## src/rtl/spike_time_decoder_if.sv

```systemverilog
// rtl/spike_time_decoder_if.sv - result port of the spike time decoder
// Carries the decoded time vector and spike mask with its valid/ready handshake.
interface spike_time_decoder_if #(
  parameter int N = 4,
  parameter int W = 4
);
  logic           out_valid;
  logic           out_ready;
  logic [N*W-1:0] times;
  logic [N-1:0]   spiked;

  modport master (output out_valid, output times, output spiked, input out_ready);
  modport slave  (input out_valid, input times, input spiked, output out_ready);
endinterface

```

## src/rtl/spike_time_decoder.sv

```systemverilog
// rtl/spike_time_decoder.sv - temporal lane to binary time-stamp decoder
// Measures each lane's first 1->0 fall inside a gamma window and offers the result.
module spike_time_decoder #(
  parameter int N          = 4,
  parameter int W          = 4,
  parameter bit EARLY_DONE = 1'b1
) (
  input  logic                    clk,
  input  logic                    rst_n,
  input  logic                    start,
  input  logic [N-1:0]            lines,
  output logic                    busy,
  spike_time_decoder_if.master    res
);

  typedef enum logic [1:0] {IDLE, WINDOW, DONE} state_t;

  localparam logic [W-1:0] T_MAX = {W{1'b1}};

  state_t         state;
  logic [W-1:0]   counter;
  logic [N*W-1:0] times_q;
  logic [N-1:0]   spiked_q;
  logic [N-1:0]   prev_q;
  logic           busy_q;
  logic           valid_q;

  logic [N-1:0]   capture;
  logic [N-1:0]   spiked_next;
  logic [N*W-1:0] times_next;
  logic           window_end;

  // Lanes still uncaptured when the window closes saturate to T_MAX.
  always_comb begin
    capture     = prev_q & ~lines & ~spiked_q;
    spiked_next = spiked_q | capture;
    window_end  = (counter == T_MAX) || (EARLY_DONE && (&spiked_next));
    times_next  = times_q;
    for (int i = 0; i < N; i++) begin
      if (capture[i]) begin
        times_next[i*W +: W] = counter;
      end else if (window_end && !spiked_next[i]) begin
        times_next[i*W +: W] = T_MAX;
      end
    end
  end

  always_ff @(posedge clk or negedge rst_n) begin
    if (!rst_n) begin
      state    <= IDLE;
      counter  <= '0;
      times_q  <= '0;
      spiked_q <= '0;
      prev_q   <= '1;
      busy_q   <= 1'b0;
      valid_q  <= 1'b0;
    end else begin
      case (state)
        IDLE: begin
          if (start) begin
            state    <= WINDOW;
            busy_q   <= 1'b1;
            counter  <= '0;
            times_q  <= '0;
            spiked_q <= '0;
            prev_q   <= '1;
          end
        end
        WINDOW: begin
          prev_q   <= lines;
          spiked_q <= spiked_next;
          times_q  <= times_next;
          if (window_end) begin
            state   <= DONE;
            valid_q <= 1'b1;
          end else begin
            counter <= counter + 1'b1;
          end
        end
        DONE: begin
          if (res.out_ready) begin
            state   <= IDLE;
            valid_q <= 1'b0;
            busy_q  <= 1'b0;
          end
        end
        default: state <= IDLE;
      endcase
    end
  end

  assign busy          = busy_q;
  assign res.out_valid = valid_q;
  assign res.times     = times_q;
  assign res.spiked    = spiked_q;

endmodule
```

## src/flat_wrapper.sv

```systemverilog
// flat-port wrapper written by rule: the top's interface ports become plain ports
module spike_time_decoder_flat 
#(
  parameter int N          = 4,
  parameter int W          = 4,
  parameter bit EARLY_DONE = 1'b1
)
  (clk, rst_n, start, lines, busy, res_out_valid, res_times, res_spiked, res_out_ready);
  spike_time_decoder_if #(.N(N), .W(W)) res_i ();
  input  logic clk;
  input  logic rst_n;
  input  logic start;
  input  logic [N-1:0] lines;
  output logic busy;
  output wire logic [$bits(res_i.out_valid)-1:0] res_out_valid;
  output wire logic [$bits(res_i.times)-1:0] res_times;
  output wire logic [$bits(res_i.spiked)-1:0] res_spiked;
  input wire logic [$bits(res_i.out_ready)-1:0] res_out_ready;
  assign res_out_valid = res_i.out_valid;
  assign res_times = res_i.times;
  assign res_spiked = res_i.spiked;
  assign res_i.out_ready = res_out_ready;
  spike_time_decoder #(.N(N), .W(W), .EARLY_DONE(EARLY_DONE)) u_core (.clk(clk), .rst_n(rst_n), .start(start), .lines(lines), .busy(busy), .res(res_i));
endmodule
```

## config.mk

```make
export PLATFORM = sky130hd
export DESIGN_NAME = spike_time_decoder_flat
export DESIGN_NICKNAME = d
export VERILOG_FILES = /design/src/rtl/spike_time_decoder_if.sv /design/src/rtl/spike_time_decoder.sv /design/src/flat_wrapper.sv
export SDC_FILE = /design/constraint.sdc
export NUM_CORES = 1
export LEC_CHECK = 0
export BUFFER_PORTS_ARGS = -buffer_cell sky130_fd_sc_hd__buf_2
export CORE_ASPECT_RATIO = 2
export CORE_UTILIZATION = 53
export DETAILED_ROUTE_END_ITERATION = 8
export GPL_ROUTABILITY_DRIVEN = 0
export PLACE_DENSITY = 0.77
export SYNTH_ARGS = -nofsm -noshare
export SYNTH_HDL_FRONTEND = slang
export SYNTH_SLANG_ARGS = --single-unit
```

## constraint.sdc

```tcl
create_clock -name clk -period 1.85 [get_ports clk]
set_clock_uncertainty 0.1 [all_clocks]
set_input_delay 0.185 -clock clk [delete_from_list [all_inputs] [get_ports clk]]
set_output_delay 0.185 -clock clk [all_outputs]
set_load 0.02 [all_outputs]
```

### Yosys cells after proc, flatten, opt, wreduce, memory -nomap -nowiden

Index checks and enable logic that the tools add are counted.

| cells by class | value |
|---|---|
| $add $sub $neg | 1 |
| eq/ne operators | 11 |
| mux-type cells | 25 |
| bitwise operators | 5 |
| reduce and logical (&&, ||, !) cells | 23 |

Operators with widths:

| kind | count |
|---|---|
| 4-bit 2-to-1 mux | 11 |
| 16-bit case mux with 2 select lines | 1 |
| 4-bit case mux with 2 select lines | 3 |
| 3-bit AND reduction | 8 |
| 16-bit 2-to-1 mux | 1 |
| 3-bit by 1-bit inequality test with 1-bit output, second input constant | 4 |
| 4-bit bitwise AND | 2 |
| 4-bit NOT | 2 |
| 2-bit 2-to-1 mux | 3 |
| 2-bit inequality test, second input constant | 3 |
| 2-bit case mux with 3 select lines | 1 |
| 2-bit nonzero test | 3 |
| 4-bit by 1-bit adder with 4-bit output, second input constant | 1 |
| 4-bit == test, second input constant | 1 |
| 1-bit logical AND | 4 |
| 1-bit zero test | 4 |
| 4-bit OR | 1 |
| 1-bit case mux with 2 select lines | 2 |
| 4-bit AND reduction | 1 |
| 1-bit 2-to-1 mux | 3 |
| 2-bit by 1-bit == test with 1-bit output, second input constant | 1 |
| 2-bit == test, second input constant | 1 |
| 2-bit zero test | 1 |
| 2-bit by 1-bit inequality test with 1-bit output, second input constant | 1 |
| other kinds (2) | 2 |

| storage, ports and cells | value |
|---|---|
| register bits | 32 |
| input bits | 8 |
| output and inout port bits | 22 |
| word-level logic and storage cells | 75 |

### Logic depth before layout (Yosys ltp)

| logic depth | value |
|---|---|
| depth in word-level cells | 10 |
| mapped depth | 7 |
| mapped depth without buffers | 6 |

### Least setup slack after synthesis

OpenSTA, ideal clock, no wires.

| timing path | value |
|---|---|
| kind | register -> register |
| start point | reg u_core.counter[0] |
| end point | reg u_core.counter[0] |
| setup time | 0.129 ns |
| data arrival time | 1.475 ns |
| data required time | 1.621 ns |
| slack | 0.147 ns |
| cell stages (with the launch flop) | 6 |
| path buffers | 1 |
| period minus slack after synthesis | 1.703 ns |
| cells stage by stage | dfrtp_1 > ha_1 > and3_4 > buf_6 > or3_4 > mux2i_1 |

| on the way | value |
|---|---|
| cells in the longest elaborated chain, start to end | 4 |
| elaborated cells between the ends (all ways) | 7 |
| classes of those cells | add/sub: 1; eq/ne: 2; mux: 2; reduce/logical: 2 |

RTL lines:

| item | line | source |
|---|---|---|
| from (decl) | spike_time_decoder.sv:21 | `logic [W-1:0] counter;` |
| from (signal assigned) | spike_time_decoder.sv:77 | `counter <= counter + 1'b1;` |
| parallel branches: the longest is 4 deep, another holds 4-bit by 1-bit adder with 4-bit output | n/a |  |

Parallel ways; which one is timed is not known. The select of a mux whose other input is x is not followed.
A chain may end at the register's enable or synchronous reset.

### Final worst setup path

| timing path | value |
|---|---|
| start point | reg u_core.prev_q[3] |
| end point | reg u_core.counter[2] |

| on the way | value |
|---|---|
| cells in the longest elaborated chain, start to end | 7 |

RTL lines:

| item | line | source |
|---|---|---|
| from (decl) | spike_time_decoder.sv:24 | `logic [N-1:0] prev_q;` |
| from (signal assigned) | spike_time_decoder.sv:70 | `prev_q <= lines;` |
| 4-bit bitwise AND (2 in a row) | spike_time_decoder.sv:35 | `capture = prev_q & ~lines & ~spiked_q;` |
| 4-bit OR | spike_time_decoder.sv:36 | `spiked_next = spiked_q \| capture;` |
| 4-bit AND reduction | spike_time_decoder.sv:37 | `window_end = (counter == T_MAX) \|\| (EARLY_DONE && (&spiked_next));` |
| 1-bit logical OR | spike_time_decoder.sv:37 |  |
| 2-bit inequality test (no source line) | n/a |  |
| 3-bit AND reduction (no source line) | n/a |  |

No other way between the ends.

==> metrics.md <==
| Metric | Value |
|---|---|
| Most common cell after layout, fill and taps aside | `nand2_1` |
| Commonest non-fill, non-tap cells in the layout | `nand2_1, buf_2, dfrtp_1` |
| DIE AREA | `0.00309 mm2` |
| Post-route cell area | `0.00183 mm2` |
| Clk sink count | `32` |
| Final Setup Violations | `0` |
| Fin util | `66.8%` |
| Ports | `30` |
| Grt total ovfl | `0` |
| Area after DPL | `0.00172 mm2` |
| Routed length per instance | `14.1 um` |
| Sequential fraction of the synthesis area | `53.1%` |
| Largest net degree at the start of global routing | `33` |
| Hold Path Class | `primary input to flip-flop` |
| Worst Setup End Kind | `flip-flop` |
| Fin cells | `227` |
| WP data arrival | `1.73 ns` |
| Synthesized area | `0.00152 mm2` |
| Period minus WS final | `1.67 ns` |
| Gr usage total | `26.1%` |
| Wire length of the first global-routing pass | `5510 um` |
| Unrepaired setup endpoints after global routing | `false` |
| Peak supply drop | `0.00103 V` |
| Drt drc | `0` |
| Worst skew pair latency | `0.28 ns` |
| Number of diodes | `0` |
| Final Cycle Share | `90.0%` |
| Hpwl dp | `2360 um` |
| Hold Violations, Final | `0` |
| Layout Area Growth over Synthesis | `20.6%` |
| Post-CTS sizing | `0` |
| CTS tree | `yes` |
| NumNets Final | `206` |
| Total power | `3.47 mW` |
| FP Rows | `27` |
| Yosys reg bits | `32` |
| Yosys top cell by area | `dfrtp_1` |
| Worst slew pin tran | `0.674 ns` |
| Syn nets | `165` |
| DRT iter0 DRCs | `23` |
| Ys flop type | `dfrtp_1` |
| Root buffer cell | `clkbuf_8` |
| Max-slew violations | `0` |
| Pre-CTS WS | `0.193 ns` |
| Hold-fix buffers, CTS | `2` |
| Core footprint | `0.00274 mm2` |
| Max FO, Critical Path | `5` |
| Starting Density | `55.4%` |
| Setup TNS | `0 ns` |
| Via count | `1,237` |
| Largest cells by area after synthesis | `dfrtp_1, nand2_1, dfstp_2, o21ai_0, o21ba_2` |
| Initial antenna violation count | `0` |
| Die X | `39.8 um` |
| Die Y | `77.6 um` |
| CTS Buf Count | `5` |
| Final antenna-violating net count | `0` |
| Yosys warns | `0` |
| Peak Freq | `600 MHz` |
| Hold Worst Slack | `0.0463 ns` |
| EDFF count, synth | `0` |
| Drt total wl | `3200 um` |
| Vias/cell | `5.45` |
| Max Cap Viol | `0` |
| CP required | `1.91 ns` |
| Clk slew on worst S/H paths | `0.06 ns` |
| Post-synthesis cell count | `156` |
| Worst slew margin | `55.1%` |
| Fraction of layout cells with a size suffix above 1 | `31.3%` |
| Yosys cell types | `29` |
| Pleak | `0.929 nW` |
| PnR worst setup slack | `0.184 ns` |
| Mean Syn Cell Area | `9.72 um2` |
| Fillers | `221` |
| Outcome | `completed` |
| Setup Buffers After CTS | `0` |
| Vias in the first global route | `1,251` |
| CTS Buffer Depth | `2` |
| Area share of the largest cell type after synthesis | `46.2%` |
| Kind of critical path | `flip-flop to flip-flop` |
| Synth async-reset ratio | `100%` |
| Port buffer count | `29` |
| Startpoint Class | `flip-flop` |
| DP Cell Count | `217` |
| Power Dens Cells | `1900 mW/mm2` |
| Maximum level of the CTS H-tree | `2` |
| Pre-antenna DRT Iters | `4` |
-- critical path: stages (launching register included) --
cell and delay (ns):
dfstp_2 0.53, nor2b_2 0.21, o22ai_2 0.12, nor2_2 0.19, nor3_1 0.07, a311o_1 0.33
-- flip-flops by register name, summed over array words and instances (netlist names) --
| register | flops |
|---|---|
| u_core.res.times | 16 |
| u_core.counter | 4 |
| u_core.prev_q | 4 |
| u_core.res.spiked | 4 |
| u_core.state | 2 |
| u_core.busy | 1 |
| u_core.res.out_valid | 1 |
-- layer usage --
layer | GRT usage [%] | part of all wire [%] | vias up | wire length [um]
met5 | 0 | 0 | - | 0
met4 | 14.8 | 3.6 | 0 | 116
met3 | 6.00 | 3.9 | 9 | 125
met2 | 43.3 | 53 | 41 | 1700
met1 | 27.9 | 39 | 576 | 1250
li1 | - | - | 611 | -
-- cell families after synthesis --
kind of cell | Yosys count | share of synthesized area [%]
simple gates | 71 | 22.8
mux | 2 | 1.32
compound gates | 44 | 19.6
flops | 32 | 53.1
fa+ha+maj | 1 | 0.825
buf+inv | 6 | 2.31
-- cell type report --
type	instances	area (um2)	share of cell area, %
clock buffers	8	90.1	4.92
flip-flops and latches	32	806	44.0
multi-input cells	118	676	36.9
well taps	29	36.3	1.98
inverters	3	11.3	0.616
repair buffers	37	210	11.5
-- cells in the mapped netlist (all sizes together), types with 3 or more instances --
cell type and n:
dfstp 4, nor2b 6, o21ai 25, and2 5, o21ba 4, o22a 4
buf 3, nand2 39, a21oi 6, nand2b 6, nor2 10, inv 3
dfrtp 28
-- power breakdown --
group / switching (mW) / internal [mW]
Sequential: 0.226 / 1.02
Combinational: 1.01 / 0.682
Clock: 0.231 / 0.303
Total: 1.47 / 2.00
-- path summary, 6_finish.rpt --
check,startpoint,end,slack (ns),cells past startpoint
hold reg to reg,u_core.res.times[10]$_DFFE_PN0P_,u_core.res.times[10]$_DFFE_PN0P_,0.37,2
hold / removal,lines[0],u_core.prev_q[0]$_DFFE_PN1P_,0.05,2
setup reg to reg,u_core.prev_q[3]$_DFFE_PN1P_,u_core.counter[2]$_DFFE_PN0P_,0.18,5
min in group asynchronous,rst_n,u_core.res.times[11]$_DFFE_PN0P_,0.38,2
setup / recovery,u_core.prev_q[3]$_DFFE_PN1P_,u_core.counter[2]$_DFFE_PN0P_,0.18,5
max in group asynchronous,rst_n,u_core.res.times[3]$_DFFE_PN0P_,0.83,2
Note: power is estimated with default switching activity, not from simulation.
